--- config.mk ---
export PLATFORM = sky130hd
export DESIGN_NAME = store_merge_unit_flat
export DESIGN_NICKNAME = d
export VERILOG_FILES = /design/src/rtl/store_merge_unit_if.sv /design/src/rtl/store_merge_unit.sv /design/src/flat_wrapper.sv
export SDC_FILE = /design/constraint.sdc
export NUM_CORES = 1
export LEC_CHECK = 0
export CORE_MARGIN = 5
export CORE_UTILIZATION = 45
export DETAILED_ROUTE_END_ITERATION = 8
export GPL_TIMING_DRIVEN = 0
export PLACE_DENSITY = 0.84
export SKIP_CTS_REPAIR_TIMING = 1
export SYNTH_ARGS = -nofsm -noshare
export SYNTH_HDL_FRONTEND = slang
export SYNTH_SLANG_ARGS = --single-unit
--- constraint.sdc ---
create_clock -name clk -period 4.2 [get_ports clk]
set_input_delay 0.84 -clock clk [delete_from_list [all_inputs] [get_ports clk]]
set_output_delay 0.84 -clock clk [all_outputs]
set_load 0.02 [all_outputs]
--- src/rtl/store_merge_unit_if.sv ---
// store_merge_unit_if: store request + word memory port bundle.
// slave = merge unit; master = pipeline/memory side.
interface store_merge_unit_if;
  logic        req_valid;
  logic        req_ready;
  logic [31:0] req_addr;
  logic [31:0] req_data;
  logic [1:0]  req_size;
  logic [31:0] mem_addr;
  logic        mem_rd_en;
  logic [31:0] mem_rdata;
  logic        mem_rvalid;
  logic        mem_wr_en;
  logic [31:0] mem_wdata;
  logic        done;
  logic        err;
  logic        busy;

  modport slave (
    input  req_valid, req_addr, req_data, req_size,
    input  mem_rdata, mem_rvalid,
    output req_ready, mem_addr, mem_rd_en,
    output mem_wr_en, mem_wdata, done, err, busy
  );

  modport master (
    output req_valid, req_addr, req_data, req_size,
    output mem_rdata, mem_rvalid,
    input  req_ready, mem_addr, mem_rd_en,
    input  mem_wr_en, mem_wdata, done, err, busy
  );
endinterface

--- src/rtl/store_merge_unit.sv ---
// store_merge_unit: byte/half/word store merge into word memory (RMW).
// Ports: clk, rst (sync, high), bus (slave). Option: MISALIGN_TRAP_EN.
module store_merge_unit (
  input logic              clk,
  input logic              rst,
  store_merge_unit_if.slave bus
);

  typedef enum logic [2:0] {
    IDLE, READ, WAIT, WRITE, ERR
  } state_t;

  state_t      state;
  logic [1:0]  size_q;
  logic [1:0]  lo_q;
  logic [15:0] dat_q;

  logic        rdy_q;
  logic        busy_q;
  logic        rd_q;
  logic        wr_q;
  logic        done_q;
  logic        err_q;
  logic [31:0] addr_q;
  logic [31:0] wdata_q;

  logic        mis;
  logic        bad;
  logic        is_byte;
  logic        is_half;
  logic [31:0] merged;

`ifdef MISALIGN_TRAP_EN
  assign mis =
    (bus.req_size == 2'b01 && bus.req_addr[0]) ||
    (bus.req_size == 2'b10 && bus.req_addr[1:0] != 2'b00);
`else
  assign mis = 1'b0;
`endif

  assign bad = (bus.req_size == 2'b11) || mis;

  assign is_byte = (size_q == 2'b00);
  assign is_half = (size_q == 2'b01);

  // Replace only the addressed lane(s) of the fetched word.
  always_comb begin
    merged = bus.mem_rdata;
    unique case (1'b1)
      is_byte: merged[{lo_q, 3'b000} +: 8] = dat_q[7:0];
      is_half: merged[{lo_q[1], 4'b0000} +: 16] = dat_q;
      default: ;
    endcase
  end

  always_ff @(posedge clk) begin
    if (rst) begin
      state   <= IDLE;
      size_q  <= 2'b00;
      lo_q    <= 2'b00;
      dat_q   <= 16'h0;
      rdy_q   <= 1'b1;
      busy_q  <= 1'b0;
      rd_q    <= 1'b0;
      wr_q    <= 1'b0;
      done_q  <= 1'b0;
      err_q   <= 1'b0;
      addr_q  <= 32'h0;
      wdata_q <= 32'h0;
    end else begin
      rd_q   <= 1'b0;
      wr_q   <= 1'b0;
      done_q <= 1'b0;
      err_q  <= 1'b0;
      unique case (state)
        IDLE: begin
          if (bus.req_valid) begin
            size_q <= bus.req_size;
            lo_q   <= bus.req_addr[1:0];
            dat_q  <= bus.req_data[15:0];
            rdy_q  <= 1'b0;
            busy_q <= 1'b1;
            if (bad) begin
              state <= ERR;
              err_q <= 1'b1;
            end else begin
              addr_q <= {bus.req_addr[31:2], 2'b00};
              if (bus.req_size == 2'b10) begin
                state   <= WRITE;
                wr_q    <= 1'b1;
                done_q  <= 1'b1;
                wdata_q <= bus.req_data;
              end else begin
                state <= READ;
                rd_q  <= 1'b1;
              end
            end
          end
        end
        READ: state <= WAIT;
        WAIT: begin
          if (bus.mem_rvalid) begin
            state   <= WRITE;
            wr_q    <= 1'b1;
            done_q  <= 1'b1;
            wdata_q <= merged;
          end
        end
        WRITE, ERR: begin
          state  <= IDLE;
          rdy_q  <= 1'b1;
          busy_q <= 1'b0;
        end
        default: begin
          state  <= IDLE;
          rdy_q  <= 1'b1;
          busy_q <= 1'b0;
        end
      endcase
    end
  end

  assign bus.req_ready = rdy_q;
  assign bus.busy      = busy_q;
  assign bus.mem_rd_en = rd_q;
  assign bus.mem_wr_en = wr_q;
  assign bus.done      = done_q;
  assign bus.err       = err_q;
  assign bus.mem_addr  = addr_q;
  assign bus.mem_wdata = wdata_q;

endmodule

--- src/flat_wrapper.sv ---
// flat-port wrapper written by rule: the top's interface ports become plain ports
module store_merge_unit_flat 
  (clk, rst, bus_req_valid, bus_req_addr, bus_req_data, bus_req_size, bus_mem_rdata, bus_mem_rvalid, bus_req_ready, bus_mem_addr, bus_mem_rd_en, bus_mem_wr_en, bus_mem_wdata, bus_done, bus_err, bus_busy);
  store_merge_unit_if bus_i ();
  input logic clk;
  input logic rst;
  input wire logic [$bits(bus_i.req_valid)-1:0] bus_req_valid;
  input wire logic [$bits(bus_i.req_addr)-1:0] bus_req_addr;
  input wire logic [$bits(bus_i.req_data)-1:0] bus_req_data;
  input wire logic [$bits(bus_i.req_size)-1:0] bus_req_size;
  input wire logic [$bits(bus_i.mem_rdata)-1:0] bus_mem_rdata;
  input wire logic [$bits(bus_i.mem_rvalid)-1:0] bus_mem_rvalid;
  output wire logic [$bits(bus_i.req_ready)-1:0] bus_req_ready;
  output wire logic [$bits(bus_i.mem_addr)-1:0] bus_mem_addr;
  output wire logic [$bits(bus_i.mem_rd_en)-1:0] bus_mem_rd_en;
  output wire logic [$bits(bus_i.mem_wr_en)-1:0] bus_mem_wr_en;
  output wire logic [$bits(bus_i.mem_wdata)-1:0] bus_mem_wdata;
  output wire logic [$bits(bus_i.done)-1:0] bus_done;
  output wire logic [$bits(bus_i.err)-1:0] bus_err;
  output wire logic [$bits(bus_i.busy)-1:0] bus_busy;
  assign bus_i.req_valid = bus_req_valid;
  assign bus_i.req_addr = bus_req_addr;
  assign bus_i.req_data = bus_req_data;
  assign bus_i.req_size = bus_req_size;
  assign bus_i.mem_rdata = bus_mem_rdata;
  assign bus_i.mem_rvalid = bus_mem_rvalid;
  assign bus_req_ready = bus_i.req_ready;
  assign bus_mem_addr = bus_i.mem_addr;
  assign bus_mem_rd_en = bus_i.mem_rd_en;
  assign bus_mem_wr_en = bus_i.mem_wr_en;
  assign bus_mem_wdata = bus_i.mem_wdata;
  assign bus_done = bus_i.done;
  assign bus_err = bus_i.err;
  assign bus_busy = bus_i.busy;
  store_merge_unit u_core (.clk(clk), .rst(rst), .bus(bus_i));
endmodule
==> impl_metrics.toml <==
[floorplanning]
fp.dieH_um = 104
initial_core_util = 0.458
die_w_um = 104
core-area_um2 = 8640
io-pin-count = 172
die_area_um2 = 10800
num_rows = 34

[placement]
dp.cells = 738
dp_hpwl_um = 10400
place_congestion = 0.809
preCtsSetupSlack_ps = 1390
port_buffers = 169
dpl_cell_area_um2 = 5780

[clocking]
cts_max_path_buffers = 2
cts_tree = "yes"
path_clk_slew_ps = 90
htree_levels = 3
numCtsBuffers = 9
insertion_delay_ps = 370
clock-sinks = 90
clockRootBuffer = "clkbuf_8"

[power_and_ir_drop]
leakage_nw = 2.18
power_density_nw_per_um2 = 358
ir_drop_v = 0.000223

[global_route]
grt_pass1_wl_um = 21500
gr-total-overflow = 0
antenna_found_initial = 0
grt_max_degree = 15
grt_usage = 0.243
grt_pass1_vias = 4226

[min_path]
min_path_type = "flop to flop"

[finish]
fin_cells = 754
antenna_cells = 0
drive_above_1_share = 0.0666
fin_area_um2 = 5990
syn_to_final_growth_pct = 51.5
utilization = 0.694
nNetsFinal = 748

[synthesis]
synth-warning-count = 0
synth_edf_count = 0
ys_seq_area_frac = 0.456
synth_top_cell_by_area = "dfxtp_1"
synth_most_common_cell = "nand2_1"
dominantRegCellSynth = "dfxtp_1"
syn_area_per_cell_um2 = 8.60
synth_area_um2 = 3950
synth_cells = 460
synth_area_leaders = "dfxtp_1, nand2_1, a21oi_1"
yosysUniqueCellTypes = 40
synthArstFlopShare = 0
yosys.area.top_type_share = 0.456
ys_ff_latch = 90
synth_common_cells = "nand2_1, dfxtp_1, a21oi_1"

[detailed_routing]
dr_total_vias = 4240
drt_wl_total_um = 13600
antenna_left = 0
drt_iter0_drc = 208
wl_per_cell_um = 18.1
drc = 0
first_pass_iters = 5
drt-vias-per-instance = 5.62

[sta]
tightest_slew_ps = 819
final-setup-viol-count = 0
slew-limit-headroom = 0.449
rsz0062_at_grt = "false"
final-hold-violation-count = 0
skew_ps = 9.16
fin_crit_ps = 2450
max_clock_freq_ghz = 0.409
tns_ps = 0
post-route-period-util = 0.582
layout_setup_ws_ps = 1750
slew_viol_final = 0

[worst_setup_path]
worstPathArrival_ps = 2740
crit_buf_inv = 3
critical_path_required_ps = 4490
max_stage_delay_ps = 540
cp_top_family = "buffers and inverters"
cpMostUsedCell = "buf_2"
slowest_stage = "clkdlybuf4s50_1"
critical_path_class = "input port to flop"
cp_cell_sequence = "clkdlybuf4s50_1 -> nor4bb_1 -> buf_2 -> or2_1 -> a21oi_4 -> buf_2 -> o2bb2ai_1"
start_kind = "input port"
crit_path_end_kind = "flop"
crit_fanout = 10

[flow_run]
drv_cap = 0

[status]
status = "finished, final reports clean"
[metrics by stage]
step,total power [mW],hold WS (ps)
after CTS,2.15,461
after detailed placement,1.53,448
after global routing,2.23,484
after floorplan,1.26,450
final,2.14,456
after global placement,1.52,441
[sequential cells by signal, indices dropped and copies added, names as in the netlist]
signal and cells:
u_core.bus.mem_addr 30, u_core.lo_q 2, u_core.size_q 2, u_core.dat_q 16, u_core.bus.mem_rd_en 1, u_core.bus.err 1
u_core.bus.mem_wdata 32, u_core.state 3, u_core.bus.busy 1, u_core.bus.mem_wr_en 1, u_core.bus.req_ready 1
[logic make-up (layout without fill, tap and decap cells)]
logic type,after synthesis,after routing,synth area share
buffers and inverters,53,238,0.0677
other,1,2,0.000948
and+or+nand+nor,134,134,0.148
adders and majority gates,5,5,0.0158
DFF,90,90,0.456
muxes,2,2,0.00506
AOI/OAI and AO/OA,175,175,0.307
[worst paths after layout]
| kind | start | endpoint | slack, ps | cells after the start |
|---|---|---|---|---|
| worst min-delay path | u_core.bus.mem_addr[4] | u_core.bus.mem_addr[4] | 460 | 2 |
| worst max register to register | u_core.lo_q[1] | u_core.bus.mem_wdata[12] | 1990 | 7 |
| worst min register to register | u_core.bus.mem_addr[4] | u_core.bus.mem_addr[4] | 460 | 2 |
| worst max-delay path | bus_req_size[1] | u_core.bus.mem_wdata[4] | 1750 | 7 |
[worst reg2reg max path: cells and delay by family (launching register included)]
kind	cells	cell delay, ps
DFF	1	500
buffers and inverters	2	340
AOI/OAI and AO/OA	2	400
and+or+nand+nor	2	640
adders and majority gates	1	240
[metal layers]
layer  wire, um  global-route usage  up-vias
met5          0                   0        -
met4        342              0.0907        0
met3       1120              0.0665       33
met2       6690               0.407      162
met1       5490               0.296     2031
li1           -                   -     2014
[layout by cell type, fill, tap and decap left out, drive strengths merged, types with 2 or more instances in the layout]
cell             n
a41o             2
a221oi          32
or2              3
clkbuf          30
ha               5
buf             25
inv             12
conb             2
nor2             7
nand2b           4
o21ai           26
nor3             5
dfxtp           90
o2bb2ai         25
o32ai            7
nand2          103
a21o            19
a21oi           61
clkdlybuf4s50  169
mux2i            2
[layout make-up]
type                    count  area (um^2)
flip-flops and latches     90         1800
multi-input cells         318         1890
clock inverters             3         46.3
fillers                   660         2650
plain buffers              42          226
repair buffers            169         1690
well taps                 108          135
clock buffers              13          159
inverters                  11         41.3
[report_power, final]
part	internal (mW)	switching [mW]	total [mW]
sequential	0.918	0.0491	0.967
combinational	0.268	0.286	0.554
clock	0.311	0.313	0.624
(Power assumes the default switching activity.)
